[config.mk]
export PLATFORM = sky130hd
export DESIGN_NAME = instr_fetch_unit
export DESIGN_NICKNAME = d
export VERILOG_FILES = /design/src/rtl/instr_fetch_unit.sv
export SDC_FILE = /design/constraint.sdc
export NUM_CORES = 1
export LEC_CHECK = 0
export ABC_AREA = 1
export CORE_ASPECT_RATIO = 0.6
export CORE_UTILIZATION = 35
export CTS_CLUSTER_DIAMETER = 150
export DETAILED_ROUTE_END_ITERATION = 7
export PLACE_DENSITY_LB_ADDON = 0.15
export SETUP_SLACK_MARGIN = 0.15
export SYNTH_ARGS = -nofsm -noshare
export SYNTH_HDL_FRONTEND = slang
export SYNTH_SLANG_ARGS = --single-unit
[constraint.sdc]
create_clock -name i_clk -period 4.55 [get_ports i_clk]
set_clock_uncertainty 0.2 [all_clocks]
set_input_delay 0.455 -clock i_clk [delete_from_list [all_inputs] [get_ports i_clk]]
set_output_delay 0.455 -clock i_clk [all_outputs]
set_load 0.005 [all_outputs]
[src/rtl/instr_fetch_unit.sv]
// Fetch stage: one-entry address-tagged instruction buffer in front of a variable-latency
// req/ack instruction memory, with sticky bus-timeout error and a saturating miss counter.
module instr_fetch_unit #(
    parameter int unsigned          ADDR_W    = 10,
    parameter int unsigned          DATA_W    = 16,
    parameter int unsigned          TIMEOUT   = 255,
    parameter logic [DATA_W-1:0]    NOP_INSTR = '0
) (
    input  logic                i_clk,
    input  logic                i_reset,
    input  logic [ADDR_W-1:0]   i_pc,
    input  logic                i_flush,
    output logic [DATA_W-1:0]   o_instr,
    output logic                o_instr_valid,
    output logic                o_stall,
    output logic                o_mem_req,
    output logic [ADDR_W-1:0]   o_mem_addr,
    input  logic                i_mem_ack,
    input  logic [DATA_W-1:0]   i_mem_rdata,
    output logic                o_fetch_err,
    output logic [15:0]         o_miss_count
);

    localparam int unsigned     CNT_W    = (TIMEOUT < 2) ? 1 : $clog2(TIMEOUT);
    localparam logic [CNT_W-1:0] LAST_CNT = CNT_W'(TIMEOUT - 1);
    localparam logic [15:0]     MISS_MAX = 16'hFFFF;

    typedef enum logic [1:0] {
        S_IDLE  = 2'd0,
        S_WAIT  = 2'd1,
        S_DRAIN = 2'd2,
        S_ERROR = 2'd3
    } state_t;

    state_t              r_state;
    state_t              w_next_state;
    logic                r_buf_valid;
    logic [ADDR_W-1:0]   r_buf_addr;
    logic [DATA_W-1:0]   r_buf_data;
    logic [ADDR_W-1:0]   r_req_addr;
    logic [CNT_W-1:0]    r_wait_cnt;
    logic                r_fetch_err;
    logic [15:0]         r_miss_count;

    logic                w_hit;
    logic                w_busy;
    logic                w_timeout;

    assign w_hit     = r_buf_valid && (r_buf_addr == i_pc) && (r_state != S_ERROR);
    assign w_busy    = (r_state == S_WAIT) || (r_state == S_DRAIN);
    assign w_timeout = (r_wait_cnt == LAST_CNT);

    always_ff @(posedge i_clk) begin
        if (i_reset) begin
            r_state <= S_IDLE;
        end else begin
            r_state <= w_next_state;
        end
    end

    // An outstanding bus read cannot be aborted, so a flush in WAIT drains it instead.
    always_comb begin
        w_next_state = r_state;
        case (r_state)
            S_IDLE: begin
                if (!i_flush && !w_hit) w_next_state = S_WAIT;
            end
            S_WAIT: begin
                if (i_mem_ack)      w_next_state = S_IDLE;
                else if (w_timeout) w_next_state = S_ERROR;
                else if (i_flush)   w_next_state = S_DRAIN;
            end
            S_DRAIN: begin
                if (i_mem_ack)      w_next_state = S_IDLE;
                else if (w_timeout) w_next_state = S_ERROR;
            end
            S_ERROR: begin
                w_next_state = S_ERROR;
            end
            default: begin
                w_next_state = S_IDLE;
            end
        endcase
    end

    always_comb begin
        o_mem_req     = w_busy;
        o_mem_addr    = r_req_addr;
        o_instr_valid = w_hit;
        o_stall       = !w_hit;
        o_instr       = w_hit ? r_buf_data : NOP_INSTR;
        o_fetch_err   = r_fetch_err;
        o_miss_count  = r_miss_count;
    end

    always_ff @(posedge i_clk) begin
        if (i_reset) begin
            r_buf_valid  <= 1'b0;
            r_buf_addr   <= '0;
            r_buf_data   <= '0;
            r_req_addr   <= '0;
            r_wait_cnt   <= '0;
            r_fetch_err  <= 1'b0;
            r_miss_count <= '0;
        end else begin
            case (r_state)
                S_IDLE: begin
                    if (!i_flush && !w_hit) begin
                        r_req_addr <= i_pc;
                        r_wait_cnt <= '0;
                        if (r_miss_count != MISS_MAX) r_miss_count <= r_miss_count + 16'd1;
                    end
                end
                S_WAIT, S_DRAIN: begin
                    if (i_mem_ack) begin
                        // Data tagged with the requested address, not the current pc.
                        if ((r_state == S_WAIT) && !i_flush) begin
                            r_buf_data  <= i_mem_rdata;
                            r_buf_addr  <= r_req_addr;
                            r_buf_valid <= 1'b1;
                        end
                    end else if (w_timeout) begin
                        r_fetch_err <= 1'b1;
                    end else begin
                        r_wait_cnt <= r_wait_cnt + CNT_W'(1);
                    end
                end
                default: begin
                end
            endcase
            if (i_flush && (r_state != S_ERROR)) r_buf_valid <= 1'b0;
        end
    end

endmodule

---- Yosys cells after proc, flatten, opt, wreduce, memory -nomap -nowiden ----
Cells that the tools add are included.
word-level totals
  word-level logic and storage cells ...... 53
  register bits ........................... 64
  output and inout port bits .............. 46
operators by class
  multiplexer cells ....................... 12
  equality and inequality tests ........... 12
  reductions and logical operators ........ 18
  bitwise logic cells ..................... 1
  add/subtract/negate cells ............... 2
operator list
  kind                   count
  $mux 8                 3
  $add 16x1->16 const B  1
  $mux 16                1
  $ne 16x16->1 const B   1
  $pmux 8 s2             1
  $mux 2                 6
  $reduce_and 3->1       4
  $eq 10x10->1           1
  $add 8x1->8 const B    1
  $eq 8x8->1 const B     1
  $ne 2x2->1 const B     4
  $pmux 2 s4             1
  $logic_and 1x1->1      5
  $eq 2x2->1 const B     2
  $ne 4x4->1 const B     1
  $reduce_and 4->1       1
  $reduce_or 2->1        2
  $ne 3x3->1 const B     1
  $eq 2x1->1 const B     1
  $logic_not 1->1        2
  $logic_not 2->1        1
  $reduce_and 2->1       1
  $reduce_bool 2->1      1
  $logic_or 1x1->1       1
  $not 1->1              1

---- Logic depth before layout (Yosys ltp) ----
  word-level depth ........................ 7
  mapped depth ............................ 13

---- Worst setup path after synthesis ----
No wires, ideal clock.
  kind .................................... reg-to-reg
  start ................................... register r_state[0]
  end ..................................... register r_wait_cnt[6]
  arrival ................................. 1,748 ps
  cell stages (with the launch flop) ...... 11
  clock period less this slack ............ 2,063 ps
  required time ........................... 4,235 ps
  setup time .............................. 115 ps
  slack ................................... 2,487 ps
  cell sequence ........................... dfxtp_1 > inv_1 > ha_1 > clkbuf_1 > nand3_1 > o211ai_1 > inv_1 > clkbuf_1 > nand3_1 > nand2_1 > nor2_1
on the way
  longest elaborated chain between the ends .. 6
  elaborated cells between the ends (all ways) .. 14
  those cells by class .................... eq/ne: 6; mux: 1; reduce/logical: 7
ends and longest elaborated chain
  item                        RTL line  RTL
  start, declared             35        state_t r_state;
  start signal, assigned      57        r_state <= w_next_state;
  $ne 2x2->1                  49        assign w_hit = r_buf_valid && (r_buf_addr == i_pc) && (r_state != S_ERROR);
  $logic_and 1x1->1           49
  $logic_not 1->1             108       if (!i_flush && !w_hit) begin
  $logic_and 1x1->1           108
  $ne 2x2->1 (no line)        n/a
  $reduce_and 4->1 (no line)  n/a
  end signal, assigned        125       r_wait_cnt <= r_wait_cnt + CNT_W'(1);
  end, declared               41        logic [CNT_W-1:0] r_wait_cnt;
Parallel ways exist; a longest one is shown, timed or not.
A chain may end at the register's enable or synchronous reset.

---- Worst setup path in the final report ----
  start ................................... input port i_pc[2]
  end ..................................... output port o_instr[2]
on the way
  longest elaborated chain between the ends .. 4
ends and longest elaborated chain
  item                             RTL line  RTL
  start, declared                  11        input logic [ADDR_W-1:0] i_pc,
  $eq 10x10->1                     49
  $logic_and 1x1->1 (2 in series)  49
  $mux 16                          91        o_instr = w_hit ? r_buf_data : NOP_INSTR;
  end, declared                    13        output logic [DATA_W-1:0] o_instr,
No other way between the ends.

==> flow_metrics.env <==
export IMPL_status="finished clean"
export IMPL_min_path_type="reg -> reg"
export IMPL_htreeDepth=3
export IMPL_hold_path_cell_count=2
export IMPL_worstSetupEndpointType="primary output"
export IMPL_io_pins=76
export IMPL_clkTransAtPathRegs_ns=0.06
export IMPL_synthFlopType="dfxtp_1"
export IMPL_grt_max_degree=52
export IMPL_synth_edff_count=0
export IMPL_syn_nets=536
export IMPL_max_stage_delay_ns=0.54
export IMPL_routed_wl_um=9120
export IMPL_fillCellCount=940
export IMPL_rsz0062_at_grt="false"
export IMPL_portBuffers=75
export IMPL_synth_distinct_cells=31
export IMPL_cts_sinks=64
export IMPL_tightest_slew_ns=0.690
export IMPL_drive_gt1_share_pct=6.29
export IMPL_wl_per_cell_um=13.0
export IMPL_die_area_um2=10100
export IMPL_cts_setup_buffers=0
export IMPL_antenna_found_initial=0
export IMPL_cap_violations=0
export IMPL_start_util_pct=36.5
export IMPL_die_y_um=78.1
export IMPL_crit_slowest_cell="clkdlybuf4s50_1"
export IMPL_synth_seq_area_share_pct=38.0
export IMPL_cts_resized=0
export IMPL_period_share_pct=74.2
export IMPL_cp_data_arrival_time_ns=2.72
export IMPL_multiInputGateArea_um2=1760
export IMPL_leakagePower_nw=1.68
export IMPL_syn_area_per_cell_um2=6.77
export IMPL_crit_chain="clkdlybuf4s50_1 > inv_1 > nand2_1 > o2111ai_1 > nor3b_1 > nand3_1 > nor2_1 > clkdlybuf4s50_1"
export IMPL_r2r_end="r_buf_addr[6]"
export IMPL_fmax_ghz=0.296
export IMPL_area_delta_synth_final_pct=34.0
export IMPL_min_from="r_buf_data[6]"
export IMPL_track_usage_pct=19.1
export IMPL_syn_area_um2=3380
export IMPL_fin_crit_ns=3.38
export IMPL_place_congestion=0.822
export IMPL_grt_pass1_wl_um=15000
export IMPL_grt_remaining_overflow=0
export IMPL_clockBufferDepth=2
export IMPL_diodes=0
export IMPL_setup_viol=0
export IMPL_totalPowerFinal_mw=1.57
export IMPL_async_reset_ff_share_pct=0
export IMPL_crit_path_max_fanout=18
export IMPL_fin_nets=604
export IMPL_route_detailed_drc=0
export IMPL_crit_top_cell="clkdlybuf4s50_1"
export IMPL_hold_path_end="r_buf_data[6]"
export IMPL_drt_pass1_iter_count=5
export IMPL_reg2reg_slack_ns=2.12
export IMPL_critPathTopFamily="buffers and inverters"
export IMPL_maxSlewViolCount=0
export IMPL_slew_limit_headroom_pct=53.9
export IMPL_path_class="in -> out"
export IMPL_crit_buf_inv=3
export IMPL_yosysWarnings=0
export IMPL_grt_pass1_vias=3013
export IMPL_final_seq_area_um2=1280
export IMPL_viasPerCell=4.80
export IMPL_drt_iter0_drc=174
export IMPL_fin_setup_tns_ns=0
export IMPL_cp_start_kind="input port"
export IMPL_synth_seq_cells=64
export IMPL_antenna_left=0
export IMPL_row_count=27
export IMPL_cts_hold_buf=0
export IMPL_num_vias=3372
export IMPL_synthCells=499
export IMPL_ff2ff_path_depth=8
export IMPL_p_per_area_nw_per_um2=347
export IMPL_die_w_um=129
export IMPL_cts_tree="yes"
export IMPL_coreArea_um2=9260
export IMPL_worstSkewPairLatency_ns=0.34
export IMPL_peakVddDrop_v=0.000182
export IMPL_numCtsBuffers=9
export IMPL_r2r_start="r_state[0]"
export IMPL_worstPathRequired_ns=3.89
export IMPL_dpl_hpwl_um=6210
export IMPL_cts_root_buf="clkbuf_16"
export IMPL_hold_viol_final=0
## layout by cell type, fill, tap and decap left out, drive strengths merged
cell / synthesis / layout
or2: 1 / 1
inv: 62 / 62
clkbuf: 18 / 9
bufinv: 0 / 1
nand3b: 2 / 2
clkinv: 0 / 4
nor3: 6 / 6
nor3b: 1 / 1
nand2: 102 / 102
nor2: 65 / 65
nor4: 1 / 1
o211ai: 1 / 1
dfxtp: 64 / 64
o2111ai: 1 / 1
nand3: 35 / 35
buf: 5 / 5
clkinvlp: 0 / 2
clkdlybuf4s50: 0 / 75
xor2: 7 / 7
xnor2: 5 / 5
and2: 1 / 1
ha: 7 / 7
o211a: 1 / 1
a21oi: 60 / 60
o21ai: 36 / 36
nand4: 18 / 18
## synthesized netlist by cell type, drive strengths merged, types with 2 or more instances
cell      n  share of area [%]
ha        7                2.6
dfxtp    64                 38
clkbuf   18                2.0
buf       5                1.0
nand3    35                5.7
nand2   102                 11
nand3b    2               0.44
a21oi    60                9.7
nor3      6                1.0
o21ai    36                5.3
nor2     65                7.4
nand4    18                3.8
xor2      7                1.8
inv      62                6.9
xnor2     5                1.3
## worst min-delay path, stage by stage (launching register included)
cell	delay (ns)
dfxtp_1	0.29
inv_1	0.06
a21oi_1	0.05
## worst max path at each step
stage,slack (ns),end,depth (start not counted),from
4_1_cts,1.14,o_instr[2],8,i_pc[2]
5_1_grt,0.95,o_instr[5],8,i_pc[9]
3_3_place_gp,1.25,o_instr[3],8,i_pc[2]
6_report,1.17,o_instr[2],8,i_pc[2]
3_5_place_dp,1.12,o_instr[2],8,i_pc[2]
2_1_floorplan,2.49,r_wait_cnt[6],10,r_state[0]
## per-layer routing
| layer | global-route usage (%) | wire [µm] | vias up |
|---|---|---|---|
| met5 | 0 | 0 | - |
| met4 | 5.29 | 55 | 0 |
| met3 | 5.66 | 580 | 5 |
| met2 | 26.9 | 3740 | 88 |
| met1 | 27.9 | 4740 | 1522 |
| li1 | - | - | 1757 |
## through the flow
step           instance area (µm²)  hold slack (ns)  utilization [%]  std cells  setup slack [ns]
2_1_floorplan                 3380            0.230                -        499              2.49
3_5_place_dp                  4220            0.247             45.6        686              1.12
6_report                      4520            0.252             48.9        702              1.17
3_3_place_gp                  4220            0.243             45.6        686              1.25
4_1_cts                       4520            0.256             48.9        702              1.14
5_1_grt                       4520            0.277             48.9        702             0.951
## power by group
group          internal, mW  switching [mW]
combinational         0.107           0.153
sequential            0.595          0.0287
clock                 0.423           0.263
total                  1.13           0.445
## flip-flops by register name, indices dropped and copies added (netlist names)
register / cells
o_miss_count: 16
r_buf_valid: 1
r_wait_cnt: 8
o_mem_addr: 10
r_buf_data: 16
r_state: 2
r_buf_addr: 10
o_fetch_err: 1
## cell families after synthesis
family,after synthesis,share of synthesized area [%]
AOI/OAI and AO/OA,99,15.8
buffers and inverters,85,9.93
and+or+nand+nor,232,30.6
DFF,64,38.0
xor gates and xnor gates,12,3.11
adders and majority gates,7,2.59
## layout make-up
cell class	count	share of cell area [%]
Clock inverter	7	1.60
Inverter	62	5.15
Clock buffer	9	4.98
Tap cell	130	3.60
Timing Repair Buffer	80	17.4
Sequential cell	64	28.3
Multi-Input combinational cell	350	38.9
No activity file was read; power rests on OpenSTA's default activity.
